--- src/rtl/bin2bcd_seq.sv ---
// Sequential binary-to-BCD converter (double dabble, one bit per clock).
// Latency: done pulses WIDTH edges after the accepting edge; back-to-back conversions take WIDTH+1 edges each.
// Backpressure: start is ignored while busy=1; bcd/ovf hold their last result until the next conversion completes.
//
// Ports:
//   clk   - clock, all state changes on the rising edge
//   rst   - asynchronous active-high reset
//   start - conversion request, accepted only while idle
//   bin   - unsigned binary input, captured on the accepting edge
//   busy  - high while a conversion is in progress
//   done  - one-cycle pulse when bcd/ovf carry a new result
//   bcd   - packed BCD result, digit 0 (units) in bits [3:0]
//   ovf   - last converted value was >= 10^DIGITS
module bin2bcd_seq #(
    parameter int WIDTH  = 14,
    parameter int DIGITS = 4
) (
    input  logic                  clk,
    input  logic                  rst,
    input  logic                  start,
    input  logic [WIDTH-1:0]      bin,
    output logic                  busy,
    output logic                  done,
    output logic [4*DIGITS-1:0]   bcd,
    output logic                  ovf
);

    localparam int CW = $clog2(WIDTH + 1);
    localparam logic [CW-1:0] LAST_ITER = CW'(WIDTH - 1);

    typedef enum logic {
        IDLE  = 1'b0,
        SHIFT = 1'b1
    } state_t;

    state_t                state_q, state_d;
    logic [WIDTH-1:0]      sh_q, sh_d;
    logic [4*DIGITS-1:0]   scr_q, scr_d;
    logic [CW-1:0]         cnt_q, cnt_d;
    logic                  ovf_acc_q, ovf_acc_d;
    logic [4*DIGITS-1:0]   bcd_q, bcd_d;
    logic                  ovf_q, ovf_d;
    logic                  done_q, done_d;

    // One double-dabble step: adjust every digit >= 5 by +3, then shift
    // {scratch, shift register} left by one.  The bit leaving the top digit
    // is the decimal carry out of the top digit, i.e. the value crossed
    // 10^DIGITS, and is dropped from the scratch (keeping it modulo 10^DIGITS).
    logic [4*DIGITS-1:0]   scr_adj;
    logic [4*DIGITS-1:0]   scr_shift;
    logic [WIDTH-1:0]      sh_shift;
    logic                  carry_out;

    always_comb begin
        scr_adj = '0;
        for (int i = 0; i < DIGITS; i++) begin
            scr_adj[4*i +: 4] = (scr_q[4*i +: 4] >= 4'd5) ? (scr_q[4*i +: 4] + 4'd3)
                                                          : scr_q[4*i +: 4];
        end
    end

    assign {carry_out, scr_shift, sh_shift} = {scr_adj, sh_q, 1'b0};

    always_comb begin
        state_d   = state_q;
        sh_d      = sh_q;
        scr_d     = scr_q;
        cnt_d     = cnt_q;
        ovf_acc_d = ovf_acc_q;
        bcd_d     = bcd_q;
        ovf_d     = ovf_q;
        done_d    = 1'b0;

        case (state_q)
            IDLE: begin
                if (start) begin
                    sh_d      = bin;
                    scr_d     = '0;
                    cnt_d     = '0;
                    ovf_acc_d = 1'b0;
                    state_d   = SHIFT;
                end
            end
            SHIFT: begin
                scr_d     = scr_shift;
                sh_d      = sh_shift;
                ovf_acc_d = ovf_acc_q | carry_out;
                if (cnt_q == LAST_ITER) begin
                    // Counter stops at WIDTH-1; it never needs the value WIDTH.
                    bcd_d   = scr_shift;
                    ovf_d   = ovf_acc_q | carry_out;
                    done_d  = 1'b1;
                    state_d = IDLE;
                end else begin
                    cnt_d = cnt_q + CW'(1);
                end
            end
            default: begin
                state_d = IDLE;
            end
        endcase
    end

    always_ff @(posedge clk or posedge rst) begin
        if (rst) begin
            state_q   <= IDLE;
            sh_q      <= '0;
            scr_q     <= '0;
            cnt_q     <= '0;
            ovf_acc_q <= 1'b0;
            bcd_q     <= '0;
            ovf_q     <= 1'b0;
            done_q    <= 1'b0;
        end else begin
            state_q   <= state_d;
            sh_q      <= sh_d;
            scr_q     <= scr_d;
            cnt_q     <= cnt_d;
            ovf_acc_q <= ovf_acc_d;
            bcd_q     <= bcd_d;
            ovf_q     <= ovf_d;
            done_q    <= done_d;
        end
    end

    assign busy = (state_q == SHIFT);
    assign done = done_q;
    assign bcd  = bcd_q;
    assign ovf  = ovf_q;

endmodule

--- config.mk ---
export PLATFORM = sky130hd
export DESIGN_NAME = bin2bcd_seq
export DESIGN_NICKNAME = d
export VERILOG_FILES = /design/src/rtl/bin2bcd_seq.sv
export SDC_FILE = /design/constraint.sdc
export NUM_CORES = 1
export LEC_CHECK = 0
export BUFFER_PORTS_ARGS = -buffer_cell sky130_fd_sc_hd__buf_2
export CAP_MARGIN = 20
export CORE_MARGIN = 2
export CORE_UTILIZATION = 50
export DETAILED_ROUTE_END_ITERATION = 10
export PLACE_DENSITY_LB_ADDON = 0.2
export REMOVE_ABC_BUFFERS = 1
export SLEW_MARGIN = 40
export SYNTH_ARGS = -nofsm -noshare
export SYNTH_HDL_FRONTEND = slang
export SYNTH_SLANG_ARGS = --single-unit
--- constraint.sdc ---
create_clock -name clk -period 1.85 [get_ports clk]
set_input_delay 0.0925 -clock clk [delete_from_list [all_inputs] [get_ports clk]]
set_output_delay 0.0925 -clock clk [all_outputs]
set_load 0.01 [all_outputs]
==> results_dict.tcl, run 1 <==
set metrics [dict create \
    grt_pass1_wl_mm 8.25 \
    drcViolationCount 0 \
    yosysWarningCount 0 \
    period_share_pct 89.6 \
    rows 25 \
    crit_buf_inv 1 \
    viasPerCell 5.21 \
    cp.required_ns 2.08 \
    num_antenna_cells 0 \
    clkSlewWorstSetupHoldPaths_ns 0.09 \
    fp.dieArea_mm2 0.00563 \
    wl_per_cell_um 12.6 \
    leakagePower_nw 1.41 \
    arrival_ns 1.89 \
    avgSynthCellArea_um2 9.86 \
    slew_viol_final 0 \
    layout_min_cycle_time_ns 1.66 \
    drt-total-wl_mm 4.58 \
    grt_use_met2_pct 31.2 \
    place_worst_setup_slack_ns 0.202 \
    post_cts_buffers 0 \
    drive_above_1_share_pct 19.9 \
    seq_area_frac_synth_pct 53.5 \
    grtUsageTotal_pct 19.3 \
    clk_latency_ns 0.31 \
    fp.dieW_um 75.0 \
    ant_nets 0 \
    cp_top_family "flip-flops" \
    peakVddDrop_mv 0.702 \
    numCtsBuffers 5 \
    drv_cap 0 \
    worst_pin_slew_ns 0.685 \
    cts_tree "yes" \
    use_met3_pct 5.22 \
    synthCells 256 \
    coreArea_mm2 0.00479 \
    drtIter0Drc 81 \
    crit_type "flip-flop to flip-flop" \
    cp_cell_sequence "inv_1 > ha_1 > nand2b_1 > a21oi_1 > mux2_2 > o21ai_0" \
    critPathLaunchType "flip-flop" \
    hold_viol 0 \
    cts_buffer_depth 2 \
    final_util_pct 60.7 \
    nNetsFinal 322 \
    cp-end-kind "flip-flop" \
    worstHoldPathType "input pin to flip-flop" \
    yosysTopAreaCellShare_pct 53.5 \
    finalSetupViolCount 0 \
    synthToLayoutAreaGrowth_pct 15.1 \
    max-slew-margin-rel_pct 54.3 \
    cts_sinks 54 \
    num_vias 1891 \
    final_cell_mix "54 x dfrtp_1, 49 x nand2_1, 39 x o21ai_0, 35 x buf_2, 14 x mux2i_1" \
    grt_start_max_net_pins 35 \
    rsz0062_at_grt "false" \
    fin_ws_ns 0.193 \
    final_common_cell "dfrtp_1" \
    outcome "finished clean" \
    gr-usage-met1_pct 25.1 \
    power.density_mw_per_mm2 1670 \
    ys_top_cells_by_area "dfrtp_1 54%, o21ai_0 7.7%, nand2_1 7.3%, mux2i_1 5.6%, ha_1 5.0%" \
    initial_utilization_pct 52.7 \
    cpPeakStageDelay_ns 0.41 \
    antenna_found_initial 0 \
    io_buffer_count 35 \
    crit_slowest_cell "dfrtp_1" \
    dr.pass1.iters 6 \
    fillCellCount 432 \
    grt_pass1_vias 1891 \
    yosysUniqueCellTypes 25 \
    yosys.area.top_type "dfrtp_1" \
    grt-busiest-layer "met2" \
    h-tree-depth 2 \
    finClkSkew_ns 0.00676 \
    root_buffer "clkbuf_8" \
    fmax_mhz 603 \
    dp_hpwl_mm 3.25 \
    io_pins 36 \
    ys_ff_latch 54 \
    syn_area_mm2 0.00252 \
    place_congestion 0.809 \
    worstPathMaxFanout 5 \
    die_h_um 75.0 \
    gr-total-overflow 0 \
]
[per-layer routing]
layer | wire (um) | share of wire (%)
met5 | 0 | 0
met4 | 55 | 1.2
met3 | 223 | 4.9
met2 | 2090 | 46
met1 | 2210 | 48
[layout make-up]
| type | count | area (um^2) | share of cell area [%] |
|---|---|---|---|
| clock inverter | 1 | 5.00 | 0.172 |
| clock buffer | 7 | 86.3 | 2.97 |
| multi-input combinational | 176 | 1070 | 36.8 |
| inverter | 14 | 52.6 | 1.81 |
| timing repair buffer | 44 | 258 | 8.88 |
| sequential | 54 | 1350 | 46.5 |
| tap | 67 | 83.8 | 2.89 |
[flip-flops by register name (all words and copies together) (netlist names)]
| signal | count |
|---|---|
| cnt_q | 4 |
| bcd | 16 |
| ovf_acc_q | 1 |
| scr_q | 16 |
| done | 1 |
| busy | 1 |
| sh_q | 14 |
| ovf | 1 |
[through the flow]
step                      cell area (um^2)  setup TNS, ns  total power [mW]  cells  hold WS (ns)
final                                 2900              0              4.84    363        0.0364
after global routing                  2900              0              5.36    363        0.0414
after CTS                             2900              0              4.90    363        0.0281
after detailed placement              2800              0              4.22    354         0.157
after global placement                2800              0              4.13    354         0.154
after floorplan                       2470          -7.32              3.55    244         0.179
[cell families (layout without fill, tap and decap cells)]
family	Yosys count	count (layout)	synth area share, %
DFF	54	54	53.5
xor gates and xnor gates	4	4	1.39
and+or+nand+nor	75	75	13.4
adders and majority gates	10	10	4.96
muxes	19	19	7.93
buffers and inverters	26	66	4.16
AOI/OAI and AO/OA	68	68	14.6
[worst paths after layout]
kind                           start         to  slack (ns)  cells past startpoint
min in group asynchronous        rst    sh_q[8]        0.35                      3
max in group asynchronous        rst   cnt_q[2]        0.97                      4
hold / removal                bin[0]    sh_q[0]        0.04                      3
hold reg to reg              bcd[11]    bcd[11]        0.48                      2
setup reg to reg           scr_q[12]  scr_q[14]        0.19                      6
setup / recovery           scr_q[12]  scr_q[14]        0.19                      6
[power breakdown]
group,internal (mW),switching (mW)
sequential,1.69,0.366
combinational,0.935,1.18
clock,0.303,0.377
[worst reg2reg max path, cell delays in order, from the launching register on]
cell	delay, ns
dfrtp_1	0.41
inv_1	0.10
ha_1	0.23
nand2b_1	0.09
a21oi_1	0.23
mux2_2	0.37
o21ai_0	0.14
[Yosys cell counts]
cell type and count:
clkbuf_1 6, nand4_1 2, nand2b_2 1, nor2_1 5, mux2_4 1, buf_2 6, xnor2_1 4, nor3b_1 8
a211oi_1 2, mux2i_1 14, inv_1 14, o31ai_1 1, dfrtp_1 54, nand2b_1 3, a21oi_1 13, mux2_2 4
nand2_1 49, a21oi_2 1, nand3_1 3, a31oi_1 1, o21ai_0 39, a21o_2 1, nor3_1 4, ha_1 10
o22ai_1 10
[repair_timing]
item                      CTS  global route
resized for setup           0             0
hold endpoints to repair   22             0
hold buffers                1             0
(Power assumes the default switching activity.)
==> inputs of run 2 (changes only) <==
--- a/config.mk
+++ b/config.mk
@@ -5,13 +5,15 @@
 export SDC_FILE = /design/constraint.sdc
 export NUM_CORES = 1
 export LEC_CHECK = 0
+export ABC_AREA = 1
 export BUFFER_PORTS_ARGS = -buffer_cell sky130_fd_sc_hd__buf_2
 export CAP_MARGIN = 20
 export CORE_MARGIN = 2
-export CORE_UTILIZATION = 50
+export CORE_UTILIZATION = 45
 export DETAILED_ROUTE_END_ITERATION = 10
 export PLACE_DENSITY_LB_ADDON = 0.2
 export REMOVE_ABC_BUFFERS = 1
+export SETUP_SLACK_MARGIN = 0.2
 export SLEW_MARGIN = 40
 export SYNTH_ARGS = -nofsm -noshare
 export SYNTH_HDL_FRONTEND = slang
==> results_dict.tcl, run 2 <==
set metrics [dict create \
    power_frac_clock_pct 14.9 \
    num_antenna_cells 0 \
    numCtsBuffers 5 \
    synth-main-ff-cell "dfrtp_1" \
    internal-power_mw 3.01 \
    fmax_mhz 693 \
    final_common_cell "nand2_1" \
    h-tree-depth 2 \
    outcome "finished clean" \
    die_h_um 79.7 \
    fp.dieW_um 79.7 \
    place_area_mm2 0.00284 \
    io_pins 36 \
    syn_area_mm2 0.00258 \
    p_comb_share_pct 45.2 \
    cp-end-kind "flip-flop" \
    synth_compound_area_share_pct 6.74 \
    fin_ws_ns 0.408 \
    hold_start "bin[13]" \
    avgSynthCellArea_um2 8.22 \
    layout_min_cycle_time_ns 1.44 \
    arrival_ns 1.69 \
    synthArstFlopShare_pct 100 \
    yosysUniqueCellTypes 22 \
    crit_type "flip-flop to flip-flop" \
    cts_tree "yes" \
    cts_sinks 54 \
    slew_viol_final 0 \
    ys_ff_latch 54 \
    leakagePower_nw 1.66 \
    crit_start "scr_q[4]" \
    max-slew-margin-rel_pct 77.0 \
    yosysTopAreaCellShare_pct 52.4 \
    initial_utilization_pct 46.9 \
    synth-adder-area-share_pct 4.85 \
    worst_pin_slew_ns 0.341 \
    yosysMostFrequentCell "nand2_1" \
    synthSimpleGateAreaFrac_pct 29.4 \
    drive_above_1_share_pct 14.9 \
    clk_latency_ns 0.31 \
    switching_share_pct 42.4 \
    fillCellCount 516 \
    grt_pass1_vias 2007 \
    finClkSkew_ns 0.00985 \
    hold_viol 0 \
    synthCells 314 \
    finalSetupViolCount 0 \
    dp_hpwl_mm 3.65 \
    seq_area_frac_synth_pct 52.4 \
    drcViolationCount 0 \
    p_sw_mw 2.21 \
    antenna_found_initial 0 \
    worstPathMaxFanout 6 \
    grt_start_max_net_pins 55 \
    worstHoldPathType "input pin to flip-flop" \
    grtUsageTotal_pct 18.2 \
    dr.pass1.iters 4 \
    fp.dieArea_mm2 0.00636 \
    place_congestion 0.839 \
    final_cells 440 \
    yosys-mux-area-fraction_pct 0 \
    critPathLaunchType "flip-flop" \
    grt_pass1_wl_mm 9.11 \
    seqPwrFrac_pct 39.9 \
    yosysWarningCount 0 \
    gr-total-overflow 0 \
    io_buffer_count 35 \
    fin_area_mm2 0.00309 \
    period_share_pct 77.9 \
    min_path_cells 3 \
    nNetsFinal 394 \
    ys_top_cells_by_area "dfrtp_1 52%, nand2_1 18%, nand3_1 8.5%, ha_1 4.8%, inv_1 3.8%" \
    cts_buffer_depth 2 \
    viasPerCell 4.91 \
    num_vias 2159 \
    drt-total-wl_mm 5.26 \
    peakVddDrop_mv 0.790 \
    drtIter0Drc 97 \
    rows 27 \
    clkSlewWorstSetupHoldPaths_ns 0.10 \
    final_cell_mix "126 x nand2_1, 54 x dfrtp_1, 44 x nand3_1, 35 x buf_2, 25 x inv_1" \
    coreArea_mm2 0.00551 \
    synth_edf_count 0 \
    ys_top_cells_by_count "126 x nand2_1, 54 x dfrtp_1, 44 x nand3_1, 26 x inv_1, 11 x o21ai_0" \
    r2r_start "scr_q[4]" \
    drv_cap 0 \
    r2r_cells 8 \
    synth_top_family_by_area "simple AND/OR/NAND/NOR gates" \
    power.density_mw_per_mm2 1690 \
    synth_xor_xnor_area_share_pct 0 \
    cp.required_ns 2.10 \
    root_buffer "clkbuf_8" \
    ant_nets 0 \
    rsz0062_at_grt "false" \
    yosys.area.top_type "dfrtp_1" \
    synthToLayoutAreaGrowth_pct 19.7 \
    place_worst_setup_slack_ns 0.312 \
    placed_cells 418 \
    wl_per_cell_um 11.9 \
]
==> run 2: cell types whose count changed after synthesis, sizes merged, moves of 8 or more <==
cell,previous run,this run
nor3b,8,0
mux2i,14,0
inv,14,29
o21ai,39,17
a21oi,14,1
nand2,49,127
nand3,3,44
==> run 2: layer usage <==
metal	global-route usage (%)	vias up	wire length, um
li1	-	1114	-
met1	24.0	996	2520
met3	5.09	9	224
met5	0	-	0
met2	29.5	40	2440
met4	5.25	0	70
==> run 2: metrics by stage <==
step | setup TNS (ns) | total power [mW] | utilization (%) | hold slack, ns
2_1_floorplan | -0.0110 | 3.73 | - | 0.209
3_3_place_gp | 0 | 4.39 | 51.6 | 0.167
3_5_place_dp | 0 | 4.47 | 51.6 | 0.167
4_1_cts | 0 | 5.28 | 56.1 | 0.00297
5_1_grt | 0 | 5.77 | 56.1 | 0.0115
6_report | 0 | 5.22 | 56.1 | 0.00610
==> run 2: power by group through the flow <==
stage | clock [mW] | sequential [mW] | combinational, mW
CTS | 0.804 | 2.08 | 2.39
finish | 0.778 | 2.08 | 2.36
detailed placement | 0 | 2.10 | 2.36
global route | 0.857 | 2.15 | 2.77
floorplan | 0 | 2.15 | 1.58
global placement | 0 | 2.09 | 2.30
==> run 2: cell families (layout without fill, tap and decap cells) <==
logic type | count (synthesis) | after routing
fa+ha+maj | 10 | 10
simple gates | 182 | 182
compound gates | 30 | 30
flops | 54 | 54
buf+inv | 38 | 92
==> run 2: area by class of cell <==
type / instances / area, um^2 / area share, %
timing repair buffer: 55 / 373 / 12.1
clock buffer: 7 / 76.3 / 2.47
inverter: 29 / 111 / 3.60
tap: 72 / 90.1 / 2.91
clock inverter: 1 / 30.0 / 0.972
multi-input combinational: 222 / 1060 / 34.3
sequential: 54 / 1350 / 43.7
==> run 2: what timing repair did <==
action                     4_1_cts  5_1_grt
setup endpoints to repair        0       24
buffers inserted                 0        0
gates resized for setup          0        5
hold endpoints to repair        67        0
hold buffers                    14        0
==> run 2: path summary, 6_finish.rpt <==
check | end | slack, ns
max in group asynchronous | bcd[15] | 1.24
setup reg to reg | bcd[5] | 0.41
min in group asynchronous | scr_q[13] | 0.37
hold / removal | sh_q[13] | 0.006
hold reg to reg | bcd[12] | 0.48
setup / recovery | bcd[5] | 0.41
==> run 2: worst max-delay path: stages (launching register included) <==
cell and delay, ns:
dfrtp_1 0.46, inv_1 0.11, ha_1 0.17, inv_1 0.06
o21ai_1 0.19, nand2_1 0.15, nand2_1 0.10, nand3_1 0.08
nand2_1 0.07
==> inputs of run 3 (changes only) <==
--- a/config.mk
+++ b/config.mk
@@ -5,7 +5,7 @@
 export SDC_FILE = /design/constraint.sdc
 export NUM_CORES = 1
 export LEC_CHECK = 0
-export ABC_AREA = 1
+export ABC_AREA = 0
 export BUFFER_PORTS_ARGS = -buffer_cell sky130_fd_sc_hd__buf_2
 export CAP_MARGIN = 20
 export CORE_MARGIN = 2
==> constraint.sdc (replaced) <==
create_clock -name clk -period 1.4 [get_ports clk]
set_input_delay 0.07 -clock clk [delete_from_list [all_inputs] [get_ports clk]]
set_output_delay 0.07 -clock clk [all_outputs]
set_load 0.01 [all_outputs]
==> results_dict.tcl, run 3 (synthesis results as in run 1) <==
set metrics [dict create \
    nNetsFinal 373 \
    fp.dieW_um 78.9 \
    final_cell_mix "53 x dfrtp_1, 46 x nand2_1, 40 x buf_4, 35 x buf_2, 18 x o21ai_0" \
    rsz0062_at_grt "true" \
    grt_pass1_vias 2172 \
    rows 27 \
    drcViolationCount 0 \
    die_h_um 78.9 \
    numCtsBuffers 5 \
    coreArea_mm2 0.00547 \
    drv_cap 0 \
    drive_above_1_share_pct 50.1 \
    worstHoldPathType "input pin to flip-flop" \
    cp_cell_sequence "inv_2 > ha_4 > nand2b_4 > a21oi_4 > buf_6 > xnor2_2 > mux2_4" \
    finClkSkew_ns 0.00460 \
    final_common_cell "dfrtp_1" \
    r2r_cells 7 \
    layout_min_cycle_time_ns 1.46 \
    crit_slowest_cell "dfrtp_1" \
    place_congestion 0.763 \
    peakVddDrop_mv 1.22 \
    cts_tree "yes" \
    period_share_pct 104 \
    place_worst_setup_slack_ns -0.193 \
    violations "setup timing" \
    rr_endpoint "bcd[1]" \
    gr-total-overflow 0 \
    fp.dieArea_mm2 0.00622 \
    worst_pin_slew_ns 0.399 \
    tns_ns -0.329 \
    outcome "complete, but fails checks" \
    initial_utilization_pct 46.1 \
    cp_top_family "flip-flops" \
    cpPeakStageDelay_ns 0.38 \
    drt-total-wl_mm 6.02 \
    dp_hpwl_mm 3.51 \
    r2r_slack_ns -0.06 \
    clkSlewWorstSetupHoldPaths_ns 0.09 \
    h-tree-depth 2 \
    cts_sinks 54 \
    cp.required_ns 1.60 \
    r2r_start "scr_q[1]" \
    crit_start "scr_q[1]" \
    grt_pass1_wl_mm 10.0 \
    cp-end-kind "flip-flop" \
    io_buffer_count 35 \
    num_vias 2149 \
    crit_cells 7 \
    leakagePower_nw 1.78 \
    placed_cells 381 \
    num_antenna_cells 0 \
    arrival_ns 1.66 \
    worstPathMaxFanout 3 \
    wl_per_cell_um 14.4 \
    crit_buf_inv 2 \
    synthToLayoutAreaGrowth_pct 50.6 \
    antenna_found_initial 0 \
    ant_nets 0 \
    clk_latency_ns 0.31 \
    dr.pass1.iters 4 \
    slew_viol_final 0 \
    critPathLaunchType "flip-flop" \
    max-slew-margin-rel_pct 73.4 \
    power.density_mw_per_mm2 2520 \
    grt_start_max_net_pins 55 \
    grtUsageTotal_pct 20.3 \
    final_util_pct 69.5 \
    finalSetupViolCount 10 \
    io_pins 36 \
    hold_slack_ns 0.0102 \
    cts_buffer_depth 2 \
    fin_ws_ns -0.0619 \
    root_buffer "clkbuf_8" \
    viasPerCell 5.13 \
    fmax_mhz 684 \
    final_cells 419 \
    crit_path_end "bcd[1]" \
    crit_type "flip-flop to flip-flop" \
    drtIter0Drc 91 \
    hold_viol 0 \
]
run 3: worst min-delay path, stage by stage:
cell and delay (ns):
buf_2 0.08, mux2i_1 0.06, nor2_1 0.08
run 3: layout make-up:
| class | instances | area [um^2] |
|---|---|---|
| Tap cell | 72 | 90.1 |
| Sequential cell | 54 | 1350 |
| Clock inverter | 1 | 30.0 |
| Multi-Input combinational cell | 176 | 1480 |
| Inverter | 14 | 55.1 |
| Clock buffer | 7 | 76.3 |
| Timing Repair Buffer | 95 | 721 |
| Fill cell | 402 | 1670 |
run 3: worst min-delay path by stage:
stage / slack, ns / to / start / cells after the start
after floorplan: 0.16 / scr_q[0] / start / 1
after global placement: 0.15 / sh_q[10] / rst / 3
after detailed placement: 0.15 / sh_q[10] / rst / 3
after CTS: 0.01 / sh_q[0] / bin[0] / 3
after global routing: 0.04 / sh_q[0] / bin[0] / 3
final: 0.01 / sh_q[0] / bin[0] / 3
run 3: stage by stage:
| step | total power [mW] | instance area (um^2) |
|---|---|---|
| 2_1_floorplan | 4.70 | 2470 |
| 3_3_place_gp | 5.99 | 2990 |
| 6_report | 9.58 | 3800 |
| 3_5_place_dp | 6.11 | 2990 |
| 4_1_cts | 8.60 | 3550 |
| 5_1_grt | 10.3 | 3800 |
run 3: layer usage:
metal,track usage (%),vias to the layer above,share of wire [%]
li1,-,1062,-
met1,24.9,1037,42
met2,35.8,39,52
met3,4.43,11,4.0
met4,6.38,0,1.6
met5,0,-,0
run 3: timing repair:
item,4_1_cts,5_1_grt
pin swaps,21,20
setup buffers,16,12
cloned,1,0
hold endpoints to repair,54,0
hold buffers,1,0
resized for setup,86,43
endpoints found under the setup margin,37,41
run 3: power by group:
part | switching, mW | total, mW | internal, mW | leakage [nW]
Combinational | 2.54 | 5.67 | 3.13 | 1.05
Sequential | 0.637 | 2.87 | 2.23 | 0.684
Clock | 0.505 | 1.04 | 0.536 | 0.0524
Total | 3.68 | 9.58 | 5.90 | 1.78
